### config.mk
export PLATFORM = sky130hd
export DESIGN_NAME = ahb_lite_fir_engine
export DESIGN_NICKNAME = d
export VERILOG_FILES = /design/src/rtl/fir_ahb_pkg.sv /design/src/rtl/fir_mac_unit.sv /design/src/rtl/ahb_lite_fir_engine.sv
export SDC_FILE = /design/constraint.sdc
export NUM_CORES = 1
export LEC_CHECK = 0
export CORE_MARGIN = 2
export CORE_UTILIZATION = 55
export DETAILED_ROUTE_END_ITERATION = 7
export PLACE_DENSITY = 0.72
export RECOVER_POWER = 100
export REMOVE_ABC_BUFFERS = 1
export SLEW_MARGIN = 20
export SYNTH_ARGS = -nofsm -noshare
export SYNTH_HDL_FRONTEND = slang
export SYNTH_SLANG_ARGS = --single-unit
### constraint.sdc
create_clock -name clk -period 13.1 [get_ports clk]
set_input_delay 2.62 -clock clk [delete_from_list [all_inputs] [get_ports clk]]
set_output_delay 2.62 -clock clk [all_outputs]
set_load 0.01 [all_outputs]
### src/rtl/fir_ahb_pkg.sv
// Shared definitions for the AHB-Lite FIR engine: register map, bus encodings, MAC states.
package fir_ahb_pkg;

    // Register byte offsets (halfword aligned)
    localparam int OFF_STATUS = 'h00;
    localparam int OFF_RESULT = 'h02;
    localparam int OFF_SAMPLE = 'h04;
    localparam int OFF_CTRL   = 'h06;
    localparam int OFF_COEF   = 'h20;

    // STATUS bit positions
    localparam int ST_BUSY   = 0;
    localparam int ST_ERR    = 1;
    localparam int ST_RVALID = 2;

    // CTRL bit positions
    localparam int CTRL_CLR_ERR = 0;
    localparam int CTRL_FLUSH   = 1;

    typedef enum logic [1:0] {
        HT_IDLE   = 2'd0,
        HT_BUSY   = 2'd1,
        HT_NONSEQ = 2'd2,
        HT_SEQ    = 2'd3
    } htrans_t;

    typedef enum logic [1:0] {
        IDLE,
        LOAD,
        MAC,
        DONE
    } state_t;

endpackage

### src/rtl/fir_mac_unit.sv
// One-tap-per-cycle multiply-accumulate sequencer with output scaling and saturation.
module fir_mac_unit
    import fir_ahb_pkg::*;
#(
    parameter  int DATA_W   = 16,
    parameter  int NUM_TAPS = 4,
    localparam int CNT_W    = $clog2(NUM_TAPS)
) (
    input  logic                     clk,
    input  logic                     n_rst,
    input  logic                     start,
    input  logic signed [DATA_W-1:0] x_tap,
    input  logic signed [DATA_W-1:0] c_tap,
    output logic        [CNT_W-1:0]  tap_idx,
    output logic                     busy,
    output logic                     done,
    output logic                     ovf,
    output logic signed [DATA_W-1:0] result
);

    localparam int ACC_W = 2*DATA_W + CNT_W;
    localparam logic signed [ACC_W-1:0] SAT_MAX =
        $signed({{(ACC_W-DATA_W+1){1'b0}}, {(DATA_W-1){1'b1}}});
    localparam logic signed [ACC_W-1:0] SAT_MIN = ~SAT_MAX;

    state_t                    state;
    state_t                    state_nxt;
    logic        [CNT_W-1:0]   cnt;
    logic                      last_tap;
    logic signed [2*DATA_W-1:0] prod_p0;
    logic signed [ACC_W-1:0]   acc_p1;
    logic signed [ACC_W-1:0]   acc_nxt;

    // Drop the Q(DATA_W-1) fraction of the coefficient product
    function automatic logic signed [ACC_W-1:0] scale_acc(input logic signed [ACC_W-1:0] a);
        return a >>> (DATA_W-1);
    endfunction

    function automatic logic sat_ovf(input logic signed [ACC_W-1:0] a);
        logic signed [ACC_W-1:0] s;
        s = scale_acc(a);
        return (s > SAT_MAX) || (s < SAT_MIN);
    endfunction

    function automatic logic signed [DATA_W-1:0] sat_q(input logic signed [ACC_W-1:0] a);
        logic signed [ACC_W-1:0] s;
        s = scale_acc(a);
        if (s > SAT_MAX)
            return SAT_MAX[DATA_W-1:0];
        else if (s < SAT_MIN)
            return SAT_MIN[DATA_W-1:0];
        else
            return s[DATA_W-1:0];
    endfunction

    // stage p0: product of the selected tap
    assign prod_p0  = x_tap * c_tap;
    assign acc_nxt  = acc_p1 + ACC_W'(prod_p0);
    assign last_tap = (cnt == CNT_W'(NUM_TAPS-1));
    assign tap_idx  = cnt;
    assign busy     = (state != IDLE);
    assign ovf      = done && sat_ovf(acc_nxt);

    // State register
    always_ff @(posedge clk) begin
        if (!n_rst)
            state <= IDLE;
        else
            state <= state_nxt;
    end

    // Next-state logic; done flags the last accumulate so the result lands as DONE begins
    always_comb begin
        state_nxt = state;
        done      = 1'b0;
        case (state)
            IDLE: if (start) state_nxt = LOAD;
            LOAD: state_nxt = MAC;
            MAC: begin
                if (last_tap) begin
                    done      = 1'b1;
                    state_nxt = DONE;
                end
            end
            DONE:    state_nxt = IDLE;
            default: state_nxt = IDLE;
        endcase
    end

    // stage p1: accumulator, tap counter and saturated result
    always_ff @(posedge clk) begin
        if (!n_rst) begin
            acc_p1 <= '0;
            cnt    <= '0;
            result <= '0;
        end else begin
            case (state)
                LOAD: begin
                    acc_p1 <= '0;
                    cnt    <= '0;
                end
                MAC: begin
                    acc_p1 <= acc_nxt;
                    cnt    <= cnt + CNT_W'(1);
                    if (last_tap)
                        result <= sat_q(acc_nxt);
                end
                default: ;
            endcase
        end
    end

endmodule

### src/rtl/ahb_lite_fir_engine.sv
// AHB-Lite slave wrapping the FIR coefficient bank, delay line, status/result registers and MAC.
module ahb_lite_fir_engine
    import fir_ahb_pkg::*;
#(
    parameter int DATA_W   = 16,
    parameter int NUM_TAPS = 4,
    parameter int ADDR_W   = 6
) (
    input  logic              clk,
    input  logic              n_rst,
    input  logic              hsel,
    input  logic [ADDR_W-1:0] haddr,
    input  logic              hsize,
    input  logic [1:0]        htrans,
    input  logic              hwrite,
    input  logic [DATA_W-1:0] hwdata,
    output logic [DATA_W-1:0] hrdata,
    output logic              hresp,
    output logic              irq
);

    localparam int CNT_W = $clog2(NUM_TAPS);

    logic                     accept;
    logic                     vld_p1;
    logic                     wr_p1;
    logic                     size_p1;
    logic [ADDR_W-1:0]        addr_p1;
    logic [ADDR_W-1:0]        off;

    logic signed [DATA_W-1:0] coef [NUM_TAPS];
    logic signed [DATA_W-1:0] x_dl [NUM_TAPS];
    logic                     result_valid;
    logic                     err_flag;
    logic                     irq_q;

    logic                     sel_status, sel_result, sel_sample, sel_ctrl, sel_coef;
    logic                     mapped, bad;
    logic [CNT_W-1:0]         coef_idx;
    logic [DATA_W-1:0]        rd_val;
    logic [DATA_W-1:0]        wval;
    logic                     do_wr, do_rd;

    logic [CNT_W-1:0]         tap_idx;
    logic                     mac_busy, mac_done, mac_ovf;
    logic signed [DATA_W-1:0] mac_result;

    // Byte writes replace only the addressed lane of the current register value
    function automatic logic [DATA_W-1:0] lane_merge(input logic [DATA_W-1:0] old_v,
                                                     input logic [DATA_W-1:0] new_v,
                                                     input logic              full,
                                                     input logic              hi);
        logic [DATA_W-1:0] m;
        m = old_v;
        if (full)
            m = new_v;
        else if (hi)
            m[DATA_W-1:8] = new_v[DATA_W-1:8];
        else
            m[7:0] = new_v[7:0];
        return m;
    endfunction

    assign accept = hsel && ((htrans == HT_NONSEQ) || (htrans == HT_SEQ));
    assign irq    = irq_q;

    // stage p1: capture the address phase
    always_ff @(posedge clk) begin
        if (!n_rst) begin
            vld_p1  <= 1'b0;
            wr_p1   <= 1'b0;
            size_p1 <= 1'b0;
            addr_p1 <= '0;
        end else begin
            vld_p1 <= accept;
            if (accept) begin
                wr_p1   <= hwrite;
                size_p1 <= hsize;
                addr_p1 <= haddr;
            end
        end
    end

    // Data-phase decode, read mux and error response
    always_comb begin
        off        = {addr_p1[ADDR_W-1:1], 1'b0};
        sel_status = (off == ADDR_W'(OFF_STATUS));
        sel_result = (off == ADDR_W'(OFF_RESULT));
        sel_sample = (off == ADDR_W'(OFF_SAMPLE));
        sel_ctrl   = (off == ADDR_W'(OFF_CTRL));
        sel_coef   = 1'b0;
        coef_idx   = '0;
        for (int k = 0; k < NUM_TAPS; k++) begin
            if (off == ADDR_W'(OFF_COEF + 2*k)) begin
                sel_coef = 1'b1;
                coef_idx = CNT_W'(k);
            end
        end
        mapped = sel_status || sel_result || sel_sample || sel_ctrl || sel_coef;

        rd_val = '0;
        if (sel_status) begin
            rd_val[ST_BUSY]   = mac_busy;
            rd_val[ST_ERR]    = err_flag;
            rd_val[ST_RVALID] = result_valid;
        end else if (sel_result) begin
            rd_val = mac_result;
        end else if (sel_sample) begin
            rd_val = x_dl[0];
        end else if (sel_coef) begin
            rd_val = coef[coef_idx];
        end

        wval = lane_merge(rd_val, hwdata, size_p1, addr_p1[0]);

        bad = vld_p1 && (!mapped
                         || (wr_p1 && (sel_status || sel_result))
                         || (wr_p1 && mac_busy &&
                             (sel_sample || sel_coef || (sel_ctrl && wval[CTRL_FLUSH]))));

        do_wr  = vld_p1 && wr_p1 && !bad;
        do_rd  = vld_p1 && !wr_p1 && !bad;
        hresp  = bad;
        hrdata = do_rd ? rd_val : '0;
    end

    // Register file, coefficient bank, delay line and completion flags
    always_ff @(posedge clk) begin
        if (!n_rst) begin
            for (int k = 0; k < NUM_TAPS; k++) begin
                coef[k] <= '0;
                x_dl[k] <= '0;
            end
            result_valid <= 1'b0;
            err_flag     <= 1'b0;
            irq_q        <= 1'b0;
        end else begin
            irq_q <= mac_done;

            if (do_wr && sel_coef)
                coef[coef_idx] <= wval;

            if (do_wr && sel_sample) begin
                for (int k = NUM_TAPS-1; k > 0; k--)
                    x_dl[k] <= x_dl[k-1];
                x_dl[0] <= wval;
            end else if (do_wr && sel_ctrl && wval[CTRL_FLUSH]) begin
                for (int k = 0; k < NUM_TAPS; k++)
                    x_dl[k] <= '0;
            end

            // A fresh overflow wins over a simultaneous clear request
            if (mac_ovf)
                err_flag <= 1'b1;
            else if (do_wr && sel_ctrl && wval[CTRL_CLR_ERR])
                err_flag <= 1'b0;

            // A fresh result wins over a simultaneous RESULT read
            if (mac_done)
                result_valid <= 1'b1;
            else if (do_rd && sel_result)
                result_valid <= 1'b0;
        end
    end

    fir_mac_unit #(
        .DATA_W   (DATA_W),
        .NUM_TAPS (NUM_TAPS)
    ) u_mac (
        .clk     (clk),
        .n_rst   (n_rst),
        .start   (do_wr && sel_sample),
        .x_tap   (x_dl[tap_idx]),
        .c_tap   (coef[tap_idx]),
        .tap_idx (tap_idx),
        .busy    (mac_busy),
        .done    (mac_done),
        .ovf     (mac_ovf),
        .result  (mac_result)
    );

endmodule
==> impl_metrics.tcl <==
set metrics [dict create \
    wl_per_cell_um 19.1 \
    powerDensity_mw_per_mm2 146 \
    clk_path_buf_depth 2 \
    layout_commonest_cell "inv_1" \
    crit_path_end_kind "flop" \
    antenna_found_initial 0 \
    critPathRequiredTime_ns 13.36 \
    cts-root-buf "clkbuf_16" \
    synthTopCellsByArea "fa_1, edfxtp_1, dfxtp_1" \
    syn_avg_cell_area_sq_um 9.89 \
    p_sw_share_pct 46.2 \
    route.detailed.drc 0 \
    port_buffers 45 \
    via_per_inst 5.71 \
    initial_core_util_pct 55.6 \
    stdcell_count 2517 \
    layout_min_cycle_time_ns 9.93 \
    grt_overflow 0 \
    cts_tree "yes" \
    ant_nets 0 \
    area.growth.synth_to_final_pct 6.51 \
    gp_congestion 0.909 \
    cts_setup_buffers 0 \
    track_usage_pct 26.5 \
    syn_area_sq_mm 0.0203 \
    p_leak_nw 9.83 \
    synth-seq-cells 196 \
    vias 14367 \
    cp.arrival_ns 10.20 \
    grt_pass1_vias 15181 \
    cp_max_fo 38 \
    p_int_mw 1.69 \
    max_slew_margin_pct -117 \
    maxSlewViolCount 160 \
    boundaryPins 47 \
    async_reset_ff_share_pct 0 \
    row_count 70 \
    dp_hpwl_um 37100 \
    ys_seq_area_share_pct 24.9 \
    grt_pass1_wl_um 79600 \
    dieArea_sq_mm 0.0384 \
    core_sq_mm 0.0364 \
    setup_viol 0 \
    final_hold_viol_count 0 \
    pwr-share-clk_pct 16.7 \
    drive_gt1_share_pct 5.03 \
    synth_cells 2049 \
    finalClockSkew_ns 0.0145 \
    p_seq_share_pct 21.4 \
    synth_warnings 0 \
    h-tree-depth 4 \
    maxCapViolations 3 \
    fin_crit_sh_pct 75.8 \
    yosysTopAreaCell "fa_1" \
    synth_cell_types 68 \
    dieWidth_um 196 \
    synth_top_area_share_pct 30.1 \
    hold_class "flop to flop" \
    outcome "finished, violations left" \
    n_antenna_cell 0 \
    drt-pass1-iter-count 6 \
    tns_ns 0 \
    p_sw_mw 1.45 \
    tightest_slew_ns 3.25 \
    clk_pin_slew_ns 0.08 \
    cts.sinks 196 \
    hold_slack_ns 0.491 \
    start_kind "flop" \
    violations "capacitance limit, slew limit" \
    dp.cells 2485 \
    grt_setup_unrepaired "false" \
    dr.first_iter.drc_count 1193 \
    ys.flop_type "edfxtp_1" \
    layout_common_cells "inv_1, fa_1, nor2_1" \
    utilization_pct 59.3 \
    grt_max_degree 78 \
    ctsHoldBuffers 0 \
    synth_edf_count 112 \
    fp.dieH_um 196 \
    combPwrFrac_pct 61.9 \
    wirelength_um 48000 \
    p_total_mw 3.15 \
    fin_nets 2475 \
    irDropWorstVdd_uv 146 \
    numCtsBuffers 17 \
    ctsResizeCount 0 \
    worstSkewPairLatency_ns 0.44 \
    path_class "flop to flop" \
    max_freq_ghz 0.101 \
]
[metal layers]
metal  routed length [um]  GRT usage [%]  vias up
met5                    0              0        -
met2                23700           44.8      499
li1                     -              -     6487
met1                19900           35.8     7304
met4                 1310           7.77        0
met3                 3120           4.01       77
[Yosys cell counts, types with 6 or more instances]
cell type,number
a21boi_0,22
a21o_1,11
a21oi_1,52
a222oi_1,13
a22oi_1,17
and2_1,122
buf_1,6
buf_2,11
clkbuf_1,80
dfxtp_1,84
edfxtp_1,112
fa_1,305
ha_1,105
inv_1,397
mux2_2,7
mux2i_1,10
mux4_2,42
nand2_1,180
nand2b_1,17
nand3_1,26
nand4_1,6
nor2_1,210
o21a_1,6
o21ai_0,46
o21bai_1,19
o22ai_1,25
xnor2_1,24
xor2_1,11
[through the flow]
step                cell area [sq um]  worst slack, ns
detailed placement              21100             3.92
global placement                21100             4.07
CTS                             21700             3.89
global route                    21600             2.62
floorplan                       19900             3.96
finish                          21600             3.17
[cell families after synthesis]
group           synth area share [%]
fa+ha+maj                       36.6
flops                           24.9
buf+inv                         9.38
xor+xnor                        1.51
compound gates                  8.27
mux                             5.55
simple gates                    13.8
[registers in the layout (all words and copies together), names as in the netlist, named ones only]
register	cells
u_mac.acc_p1	34
u_mac.tap_idx	2
err_flag	1
size_p1	1
u_mac.result	16
coef	64
result_valid	1
x_dl	64
addr_p1	6
u_mac.state	2
wr_p1	1
vld_p1	1
irq	1
[power groups by stage]
stage / combinational [mW] / clock (mW) / sequential [mW]
3_5_place_dp: 1.92 / 0 / 0.686
3_3_place_gp: 1.90 / 0 / 0.685
5_1_grt: 2.17 / 0.549 / 0.675
6_report: 1.95 / 0.527 / 0.673
4_1_cts: 1.94 / 0.532 / 0.672
2_1_floorplan: 1.43 / 0 / 0.683
[area by class of cell]
class / instances / area, sq um
inverter: 397 / 1490
tap: 468 / 586
clock buffer: 17 / 425
sequential: 196 / 5050
fill: 3137 / 14800
multi-input combinational: 1356 / 13300
clock inverter: 15 / 160
timing repair buffer: 68 / 581
[worst paths after layout]
| kind | startpoint | end | slack [ns] | cells past startpoint |
|---|---|---|---|---|
| min reg2reg | size_p1$_SDFFE_PN0P_ | size_p1$_SDFFE_PN0P_ | 0.49 | 2 |
| max | flop | u_mac.result[7]$_SDFFE_PN0P_ | 3.17 | 25 |
| max reg2reg | flop | u_mac.result[7]$_SDFFE_PN0P_ | 3.17 | 25 |
| min | size_p1$_SDFFE_PN0P_ | size_p1$_SDFFE_PN0P_ | 0.49 | 2 |
[critical path, cell delays in order, from the launching register on]
cell	delay, ns
dfxtp_2	0.32
buf_4	0.58
mux2_2	0.41
o21ai_0	0.18
clkbuf_1	0.95
nor2_1	0.17
fa_1	0.55
inv_1	0.05
fa_1	0.46
fa_1	0.51
inv_1	0.05
fa_1	0.51
fa_1	0.50
inv_1	0.06
fa_1	0.49
inv_1	0.05
ha_1	0.37
a21oi_1	0.20
o21ai_0	0.15
or2_2	0.30
o21ai_0	0.80
a211oi_1	0.24
nor4_1	0.63
o211ai_1	0.22
a21oi_1	0.82
a21oi_1	0.16
Power figures use the tool's default switching activity.
